--- src/rtl/ring_pkt_arb_if.sv ---
// ring_pkt_arb_if: bundle of the per-port request channels and the shared
// output channel of the packet arbiter.
//   master : arbiter side (consumes requests, drives the output channel)
//   slave  : environment side (drives requests, consumes the output channel)
interface ring_pkt_arb_if #(
  parameter int NUM_PORTS = 4,
  parameter int WIDTH     = 8
);
  logic [NUM_PORTS-1:0]       p_srdy;
  logic [NUM_PORTS-1:0]       p_drdy;
  logic [NUM_PORTS*WIDTH-1:0] p_data;
  logic [NUM_PORTS-1:0]       p_eop;
  logic                       o_srdy;
  logic                       o_drdy;
  logic [WIDTH-1:0]           o_data;
  logic                       o_eop;
  logic [NUM_PORTS-1:0]       grant;

  modport master (
    input  p_srdy, p_data, p_eop, o_drdy,
    output p_drdy, o_srdy, o_data, o_eop, grant
  );

  modport slave (
    output p_srdy, p_data, p_eop, o_drdy,
    input  p_drdy, o_srdy, o_data, o_eop, grant
  );
endinterface

--- src/rtl/ring_pkt_arb.sv ---
// ring_pkt_arb: packet-granular round-robin arbiter/mux. A winning port keeps
// the output channel until its eop beat transfers; the next search then starts
// one past the finishing port.
// Optional build macro RING_PKT_ARB_OREG_EN inserts a one-entry output
// register (1-cycle latency, full throughput). Without it the path is
// combinational with zero latency.
module ring_pkt_arb #(
  parameter int NUM_PORTS = 4,
  parameter int WIDTH     = 8
) (
  input  logic            clk,
  input  logic            reset,
  ring_pkt_arb_if.master  bus
);

  localparam int PW = (NUM_PORTS > 1) ? $clog2(NUM_PORTS) : 1;

  localparam logic [0:0] ST_IDLE   = 1'b0;
  localparam logic [0:0] ST_LOCKED = 1'b1;

  localparam logic [PW-1:0] LAST_IDX = PW'(NUM_PORTS - 1);

  // Increment a port index with an explicit wrap at NUM_PORTS.
  function automatic logic [PW-1:0] next_idx(input logic [PW-1:0] v);
    if (v == LAST_IDX) begin
      next_idx = {PW{1'b0}};
    end else begin
      next_idx = v + PW'(1);
    end
  endfunction

  // Port index (base + offset) modulo NUM_PORTS, without relying on overflow.
  function automatic logic [PW-1:0] wrap_add(input logic [PW-1:0] base, input int offs);
    int s;
    s = int'(base) + offs;
    if (s >= NUM_PORTS) begin
      s = s - NUM_PORTS;
    end else begin
      s = s;
    end
    wrap_add = PW'(s);
  endfunction

  logic [0:0]           state_q, state_d;
  logic [PW-1:0]        ptr_q, ptr_d;
  logic [PW-1:0]        own_q, own_d;
  logic [NUM_PORTS-1:0] grant_q, grant_d;

  logic                 any_s;
  logic [PW-1:0]        sel_s;
  logic [PW-1:0]        cur_s;
  logic                 cur_valid_s;
  logic                 int_drdy_s;
  logic                 xfer_s;
  logic [WIDTH-1:0]     mux_data_s;
  logic                 mux_eop_s;
  logic [NUM_PORTS-1:0] p_drdy_s;

`ifdef RING_PKT_ARB_OREG_EN
  logic                 o_srdy_q, o_srdy_d;
  logic [WIDTH-1:0]     o_data_q, o_data_d;
  logic                 o_eop_q, o_eop_d;
`endif

  // Round-robin search: first requesting port starting at ptr.
  always_comb begin
    logic [PW-1:0] idx_v;
    any_s = 1'b0;
    sel_s = ptr_q;
    idx_v = ptr_q;
    for (int k = 0; k < NUM_PORTS; k++) begin
      idx_v = wrap_add(ptr_q, k);
      if (!any_s && bus.p_srdy[idx_v]) begin
        any_s = 1'b1;
        sel_s = idx_v;
      end else begin
        any_s = any_s;
      end
    end
  end

  // Forwarding path: pick the active port, mux its beat, steer its drdy.
  always_comb begin
`ifdef RING_PKT_ARB_OREG_EN
    int_drdy_s = !o_srdy_q || bus.o_drdy;
`else
    int_drdy_s = bus.o_drdy;
`endif
    if (state_q == ST_LOCKED) begin
      cur_s       = own_q;
      cur_valid_s = bus.p_srdy[own_q];
    end else begin
      cur_s       = sel_s;
      cur_valid_s = any_s;
    end

    mux_data_s = {WIDTH{1'b0}};
    for (int i = 0; i < NUM_PORTS; i++) begin
      if (cur_s == PW'(i)) begin
        mux_data_s = bus.p_data[i*WIDTH +: WIDTH];
      end else begin
        mux_data_s = mux_data_s;
      end
    end
    mux_eop_s = bus.p_eop[cur_s];

    p_drdy_s = {NUM_PORTS{1'b0}};
    if (reset) begin
      p_drdy_s = {NUM_PORTS{1'b0}};
    end else if ((state_q == ST_LOCKED) || any_s) begin
      p_drdy_s[cur_s] = int_drdy_s;
    end else begin
      p_drdy_s = {NUM_PORTS{1'b0}};
    end

    xfer_s = !reset && cur_valid_s && int_drdy_s;
  end

  // Lock/unlock decisions and pointer advance, taken only on a transfer.
  always_comb begin
    state_d = state_q;
    ptr_d   = ptr_q;
    own_d   = own_q;
    grant_d = grant_q;
    case (state_q)
      ST_IDLE: begin
        if (xfer_s) begin
          if (mux_eop_s) begin
            ptr_d = next_idx(sel_s);
          end else begin
            state_d        = ST_LOCKED;
            own_d          = sel_s;
            grant_d        = {NUM_PORTS{1'b0}};
            grant_d[sel_s] = 1'b1;
          end
        end else begin
          state_d = ST_IDLE;
        end
      end
      ST_LOCKED: begin
        if (xfer_s && mux_eop_s) begin
          state_d = ST_IDLE;
          ptr_d   = next_idx(own_q);
          grant_d = {NUM_PORTS{1'b0}};
        end else begin
          state_d = ST_LOCKED;
        end
      end
      default: begin
        state_d = ST_IDLE;
        grant_d = {NUM_PORTS{1'b0}};
      end
    endcase
  end

  // Arbitration state registers; reset abandons any partial packet.
  always_ff @(posedge clk) begin
    if (reset) begin
      state_q <= ST_IDLE;
      ptr_q   <= {PW{1'b0}};
      own_q   <= {PW{1'b0}};
      grant_q <= {NUM_PORTS{1'b0}};
    end else begin
      state_q <= state_d;
      ptr_q   <= ptr_d;
      own_q   <= own_d;
      grant_q <= grant_d;
    end
  end

  assign bus.p_drdy = p_drdy_s;
  assign bus.grant  = grant_q;

`ifdef RING_PKT_ARB_OREG_EN
  // Output stage loads the mux whenever it is empty or being drained.
  always_comb begin
    if (int_drdy_s) begin
      o_srdy_d = cur_valid_s;
      o_data_d = mux_data_s;
      o_eop_d  = mux_eop_s;
    end else begin
      o_srdy_d = o_srdy_q;
      o_data_d = o_data_q;
      o_eop_d  = o_eop_q;
    end
  end

  // One-entry output register.
  always_ff @(posedge clk) begin
    if (reset) begin
      o_srdy_q <= 1'b0;
      o_data_q <= {WIDTH{1'b0}};
      o_eop_q  <= 1'b0;
    end else begin
      o_srdy_q <= o_srdy_d;
      o_data_q <= o_data_d;
      o_eop_q  <= o_eop_d;
    end
  end

  assign bus.o_srdy = o_srdy_q;
  assign bus.o_data = o_data_q;
  assign bus.o_eop  = o_eop_q;
`else
  assign bus.o_srdy = cur_valid_s && !reset;
  assign bus.o_data = mux_data_s;
  assign bus.o_eop  = mux_eop_s;
`endif

endmodule

--- src/flat_wrapper.sv ---
// flat-port wrapper written by rule: the top's interface ports become plain ports
module ring_pkt_arb_flat 
#(
  parameter int NUM_PORTS = 4,
  parameter int WIDTH     = 8
)
  (clk, reset, bus_p_srdy, bus_p_data, bus_p_eop, bus_o_drdy, bus_p_drdy, bus_o_srdy, bus_o_data, bus_o_eop, bus_grant);
  ring_pkt_arb_if #(.NUM_PORTS(NUM_PORTS), .WIDTH(WIDTH)) bus_i ();
  input  logic clk;
  input  logic reset;
  input wire logic [$bits(bus_i.p_srdy)-1:0] bus_p_srdy;
  input wire logic [$bits(bus_i.p_data)-1:0] bus_p_data;
  input wire logic [$bits(bus_i.p_eop)-1:0] bus_p_eop;
  input wire logic [$bits(bus_i.o_drdy)-1:0] bus_o_drdy;
  output wire logic [$bits(bus_i.p_drdy)-1:0] bus_p_drdy;
  output wire logic [$bits(bus_i.o_srdy)-1:0] bus_o_srdy;
  output wire logic [$bits(bus_i.o_data)-1:0] bus_o_data;
  output wire logic [$bits(bus_i.o_eop)-1:0] bus_o_eop;
  output wire logic [$bits(bus_i.grant)-1:0] bus_grant;
  assign bus_i.p_srdy = bus_p_srdy;
  assign bus_i.p_data = bus_p_data;
  assign bus_i.p_eop = bus_p_eop;
  assign bus_i.o_drdy = bus_o_drdy;
  assign bus_p_drdy = bus_i.p_drdy;
  assign bus_o_srdy = bus_i.o_srdy;
  assign bus_o_data = bus_i.o_data;
  assign bus_o_eop = bus_i.o_eop;
  assign bus_grant = bus_i.grant;
  ring_pkt_arb #(.NUM_PORTS(NUM_PORTS), .WIDTH(WIDTH)) u_core (.clk(clk), .reset(reset), .bus(bus_i));
endmodule
--- config.mk ---
export PLATFORM = sky130hd
export DESIGN_NAME = ring_pkt_arb_flat
export DESIGN_NICKNAME = d
export VERILOG_FILES = /design/src/rtl/ring_pkt_arb_if.sv /design/src/rtl/ring_pkt_arb.sv /design/src/flat_wrapper.sv
export SDC_FILE = /design/constraint.sdc
export NUM_CORES = 1
export LEC_CHECK = 0
export ABC_AREA = 1
export BUFFER_PORTS_ARGS = -buffer_cell sky130_fd_sc_hd__buf_2
export CAP_MARGIN = 20
export CORE_ASPECT_RATIO = 0.8
export CORE_MARGIN = 5
export CORE_UTILIZATION = 40
export DETAILED_ROUTE_END_ITERATION = 6
export GPL_TIMING_DRIVEN = 0
export PLACE_DENSITY_LB_ADDON = 0.05
export SYNTH_ARGS = -nofsm -noshare
export SYNTH_HDL_FRONTEND = slang
export SYNTH_SLANG_ARGS = --single-unit
export TNS_END_PERCENT = 10
--- constraint.sdc ---
create_clock -name clk -period 2.7 [get_ports clk]
set_input_delay 0.54 -clock clk [delete_from_list [all_inputs] [get_ports clk]]
set_output_delay 0.54 -clock clk [all_outputs]
set_load 0.05 [all_outputs]
### Word level (Yosys, flattened, before mapping)

Cells that the tools add are included.

* register bits after elaboration: 9
* input bits: 43
* output and inout port bits: 18
* logic and storage cells: 105

* add/subtract/negate cells: 9
* $lt $le $gt $ge: 13
* eq/ne operators: 9
* mux-type cells: 50
* bitwise operators: 3
* reductions and logical operators: 17

Operators by type and width (count)
* $mux 8: 4
* $mux 2: 14
* $lt 2x3->1 const B: 7
* $mux 4: 5
* $mux 1: 16
* $bmux 1 s2: 6
* $ge 3x3->1 const B: 3
* $reduce_and 3->1: 3
* $eq 2x2->1 const B: 4
* $logic_and 1x1->1: 8
* $pmux 4 s2: 1
* $sub 2x1->2 const B: 4
* $add 2x2->3 const B: 2
* $add 2x1->2 const B: 2
* $and 4x4->4: 1
* $demux 1 s2: 2
* $ge 2x1->1 const B: 2
* $logic_not 1->1: 4
* $ne 2x1->1 const B: 2
* $ne 2x2->1 const B: 2
* $pmux 2 s2: 1
* $add 2x1->3 const B: 1
* $ge 2x3->1 const B: 1
* $eq 2x1->1 const B: 1
* 4 further kinds: 5

### Depth between registers and ports, before layout

* depth after elaboration: 22
* mapped depth: 21
* depth with buffers taken out: 20

### Worst setup path after synthesis

No wires, ideal clock.

* kind: in2out
* start: input bus_p_srdy[3]
* end: output bus_p_drdy[1]
* arrival: 2.463 ns
* data required time: 2.160 ns
* setup slack: -0.303 ns
* stages on the path: 9
* buffers on the path: 0
* cells stage by stage: nand2_1 -> nand3_1 -> nand2_1 -> nand4_2 -> nand2_2 -> nand3_4 -> nand2_4 -> inv_2 -> nor3_1

* longest elaborated chain between the ends: 20
* elaborated cells between the ends (all ways): 32
* classes of those cells: order compare: 2; mux: 21; bitwise: 1; reduce/logical: 8

Ends and longest elaborated chain
* from (decl): RTL line flat_wrapper.sv:11 `input wire logic [$bits(bus_i.p_srdy)-1:0] bus_p_srdy;`
* $bmux 1 s2: RTL line ring_pkt_arb.sv:73 `if (!any_s && bus.p_srdy[idx_v]) begin`
* $mux 1 (not written as such): RTL line ring_pkt_arb.sv:73
* $mux 1: RTL line ring_pkt_arb.sv:73
* $logic_not 1->1: RTL line ring_pkt_arb.sv:73
* $logic_and 1x1->1: RTL line ring_pkt_arb.sv:73
* $mux 1: RTL line ring_pkt_arb.sv:73
* $logic_not 1->1: RTL line ring_pkt_arb.sv:73
* $logic_and 1x1->1: RTL line ring_pkt_arb.sv:73
* [4 not listed]
* $mux 2: RTL line ring_pkt_arb.sv:89 `if (state_q == ST_LOCKED) begin`
* $lt 2x3->1 (not written as such) or $ge 2x1->1 (tied branches): RTL line ring_pkt_arb.sv:111 `p_drdy_s[cur_s] = int_drdy_s;`
* $logic_and 1x1->1 (not written as such): RTL line ring_pkt_arb.sv:111
* $mux 1 (not written as such): RTL line ring_pkt_arb.sv:111
* $demux 1 s2
* $and 4x4->4 (no line)
* $mux 4 (*): RTL line ring_pkt_arb.sv:110 `end else if ((state_q == ST_LOCKED) || any_s) begin`
* $mux 4 (*): RTL line ring_pkt_arb.sv:108 `if (reset) begin`
* to (decl): RTL line flat_wrapper.sv:15 `output wire logic [$bits(bus_i.p_drdy)-1:0] bus_p_drdy;`

Mark *: on every way between the ends. The rest lies on a longest branch, timed or not. The select of a mux whose other input is x is not followed.

### Worst setup path in the final report

* start: register u_core.ptr_q[0]
* end: output bus_o_data[1]

* longest elaborated chain between the ends: 20
* elaborated cells between the ends (all ways): 45
* classes of those cells: add/sub: 7; order compare: 4; eq/ne: 3; mux: 24; reduce/logical: 7

Ends and longest elaborated chain
* from (decl): RTL line ring_pkt_arb.sv:45 `logic [PW-1:0] ptr_q, ptr_d;`
* from (signal assigned): RTL line ring_pkt_arb.sv:160 `ptr_q <= {PW{1'b0}};`
* from (signal assigned): RTL line ring_pkt_arb.sv:165 `ptr_q <= ptr_d;`
* branches (longest 13 deep; another with $add 2x1->3)
* $mux 2 (*): RTL line ring_pkt_arb.sv:73
* $mux 2 (*): RTL line ring_pkt_arb.sv:89
* $logic_not 2->1: RTL line ring_pkt_arb.sv:99 `if (cur_s == PW'(i)) begin`
* $mux 8 (3 in a row): RTL line ring_pkt_arb.sv:99
* $mux 8 (*): RTL line ring_pkt_arb.sv:99
* to (decl): RTL line flat_wrapper.sv:17 `output wire logic [$bits(bus_i.o_data)-1:0] bus_o_data;`

Every way passes the cells marked *. The select of a mux whose other input is x is not followed.

==> metrics.yaml <==
worstPathMaxFanout: 8
track_usage_pct: 17.7
via_count: 1568
worst_pin_slew_ps: 316
fin_ws_ps: -84.9
io_buffers: 59
slew_violations: 0
grt_max_degree: 11
yosysSeqAreaShare_pct: 14.7
hold_viol: 0
diodes: 0
ys_warn_count: 0
cp-end-kind: "output pin"
peakVddDrop_mv: 0.528
rsz0062_at_grt: "yes"
period_needed_ps: 2780
cts_hold_buf: 0
first_pass_iters: 4
core_area_um2: 3020
timing.fmax_ghz: 0.359
grt_pass1_vias: 1396
synth_cell_types: 23
cts_tree: "done"
maxCapViolations: 0
cts_buffers: 3
grt_pass1_wl_mm: 6.15
utilization_pct: 64.2
path_clk_slew_ps: 40
routed_via_density: 4.87
setup_violations: 9
antenna_found_initial: 0
syn-cell-area_um2: 1220
die_y_um: 59.5
min_period_over_period_pct: 103
finClkSkew_ps: 0.995
cp-start-kind: "flop"
rows: 18
ys_ff_latch: 9
max_slew_margin_pct: 78.9
design_area_um2: 1940
status: "finished, violations left"
drtIter0Drc: 78
die_w_um: 71.8
leakagePower_nw: 0.990
route.detailed.drc: 0
drive_above_1_share_pct: 53.2
whs_ps: 486
root_buffer: "clkbuf_8"
dp_hpwl_mm: 2.95
clkSinkCount: 9
hold_class: "flop to flop"
clockBufferDepth: 2
die-area_um2: 4270
place_congestion: 0.844
overflow: 0
final_nets: 330
fin_setup_tns_ps: -580
num_io_pins: 61
syn_area_per_cell_um2: 5.97
arrival_ps: 2240
drt-wirelength-per-cell_um: 12.5
drtAntennaViolNets: 0
violations: "setup timing"
wirelength_mm: 4.04
initial_core_util_pct: 40.5
syn_inst: 205
cp.required_ps: 2160
critical_path_class: "flop to output pin"
placed_cell_area_um2: 1570
power_density_nw_per_um2: 1020
syn_to_final_growth_pct: 58.4
dpl_worst_slack_ps: -344
syn_nets: 252
clock_latency_ps: 230
htreeDepth: 1
## final timing paths
check | end | cells past startpoint | from | slack (ps)
worst max-delay path | bus_o_data[1] | 16 | u_core.ptr_q[0]$_SDFFE_PP0P_ | -80
worst min-delay path | u_core.bus.grant[0]$_SDFFE_PP0P_ | 2 | u_core.bus.grant[0]$_SDFFE_PP0P_ | 490
worst max register to register | u_core.ptr_q[1]$_SDFFE_PP0P_ | 20 | u_core.ptr_q[0]$_SDFFE_PP0P_ | 410
worst min register to register | u_core.bus.grant[0]$_SDFFE_PP0P_ | 2 | u_core.bus.grant[0]$_SDFFE_PP0P_ | 490
## cells in the final DEF, fill, tap and decap left out
cell type / instances
ha_1: 4
clkbuf_8: 3
nand2_1: 68
inv_1: 10
a21oi_2: 5
nand4_1: 10
nand4_4: 1
nor2_4: 4
a21oi_1: 7
dfxtp_1: 7
buf_2: 47
nor2_1: 3
buf_4: 17
nor3_1: 4
nand4_2: 1
nand3_4: 2
dfxtp_4: 1
nand2_4: 12
nand3_1: 13
nor3_2: 1
inv_4: 3
o21ai_0: 3
nand2_2: 29
buf_6: 12
clkbuf_1: 1
dfxtp_2: 1
o21ai_1: 2
nand3_2: 6
inv_2: 4
nand2_8: 1
## final cells by class
| cell class | count | area [um2] |
|---|---|---|
| multi-input cells | 176 | 1090 |
| fillers | 287 | 1080 |
| repair buffers | 73 | 470 |
| flip-flops and latches | 9 | 185 |
| inverters | 17 | 71.3 |
| well taps | 40 | 50.0 |
| clock buffers | 4 | 45.0 |
| plain buffers | 3 | 27.5 |
## cell usage after synthesis
cell type,n,area (um2)
a21oi_1,7,35.0
o21ai_1,2,10.0
ha_1,4,50.1
nor3_1,5,25.0
nand4_1,10,62.6
a21oi_2,5,43.8
nor2_2,2,12.5
o21ai_0,3,15.0
buf_4,1,7.51
nor2_4,1,11.3
nand4_2,2,25.0
nand2_1,87,327
buf_6,1,11.3
buf_2,1,5.00
nand2_2,15,93.8
nand3_2,2,20.0
nor2_1,4,15.0
nand2_4,8,90.1
dfxtp_1,9,180
inv_2,5,18.8
nand3_4,2,35.0
inv_1,12,45.0
nand3_1,17,85.1
## report_power, final
part           switching (mW)  internal [mW]
Combinational            1.08          0.573
Clock                  0.0505          0.103
Sequential             0.0236          0.153
Total                    1.15          0.829
## worst max-delay path: stages, from the launching register on
cell,delay (ps)
dfxtp_2,350
inv_2,60
buf_6,130
nand2_2,60
nand2_2,70
nand2_2,90
nand2_4,60
nor2_4,110
nand4_1,110
nand2_1,110
nand2_2,60
nand3_2,80
nand2_4,90
nor2_4,260
nand2_1,90
nand4_1,100
buf_6,170
## routing by layer
metal / part of all wire [%] / vias to the layer above / GRT usage [%] / wire length, um
met1: 46 / 703 / 24.7 / 1850
met5: 0 / - / 0 / 0
met2: 48 / 35 / 29.8 / 1930
met3: 5.6 / 5 / 1.86 / 225
met4: 0.67 / 0 / 3.22 / 27
li1: - / 825 / - / -
## stage by stage
stage,instances,total power [mW]
after detailed placement,304,1.46
after global placement,304,1.46
after floorplan,205,1.19
final,322,1.98
after global routing,322,2.12
after CTS,316,1.86
## what timing repair did
| action | in CTS | in global routing |
|---|---|---|
| pin swaps | 24 | 25 |
| gates cloned | 1 | 0 |
| resized for setup | 34 | 36 |
| buffers inserted | 7 | 6 |
| setup endpoints to repair | 13 | 13 |
## cells by family (layout without fill, tap and decap cells)
family	after synthesis	count (layout)	synth area share, %
AO/OA/AOI/OAI	17	17	8.49
AND/OR/NAND/NOR	155	155	65.5
flip-flops	9	9	14.7
buffers and inverters	20	97	7.16
adder cells (fa/ha/maj)	4	4	4.09
(Power assumes the default switching activity.)
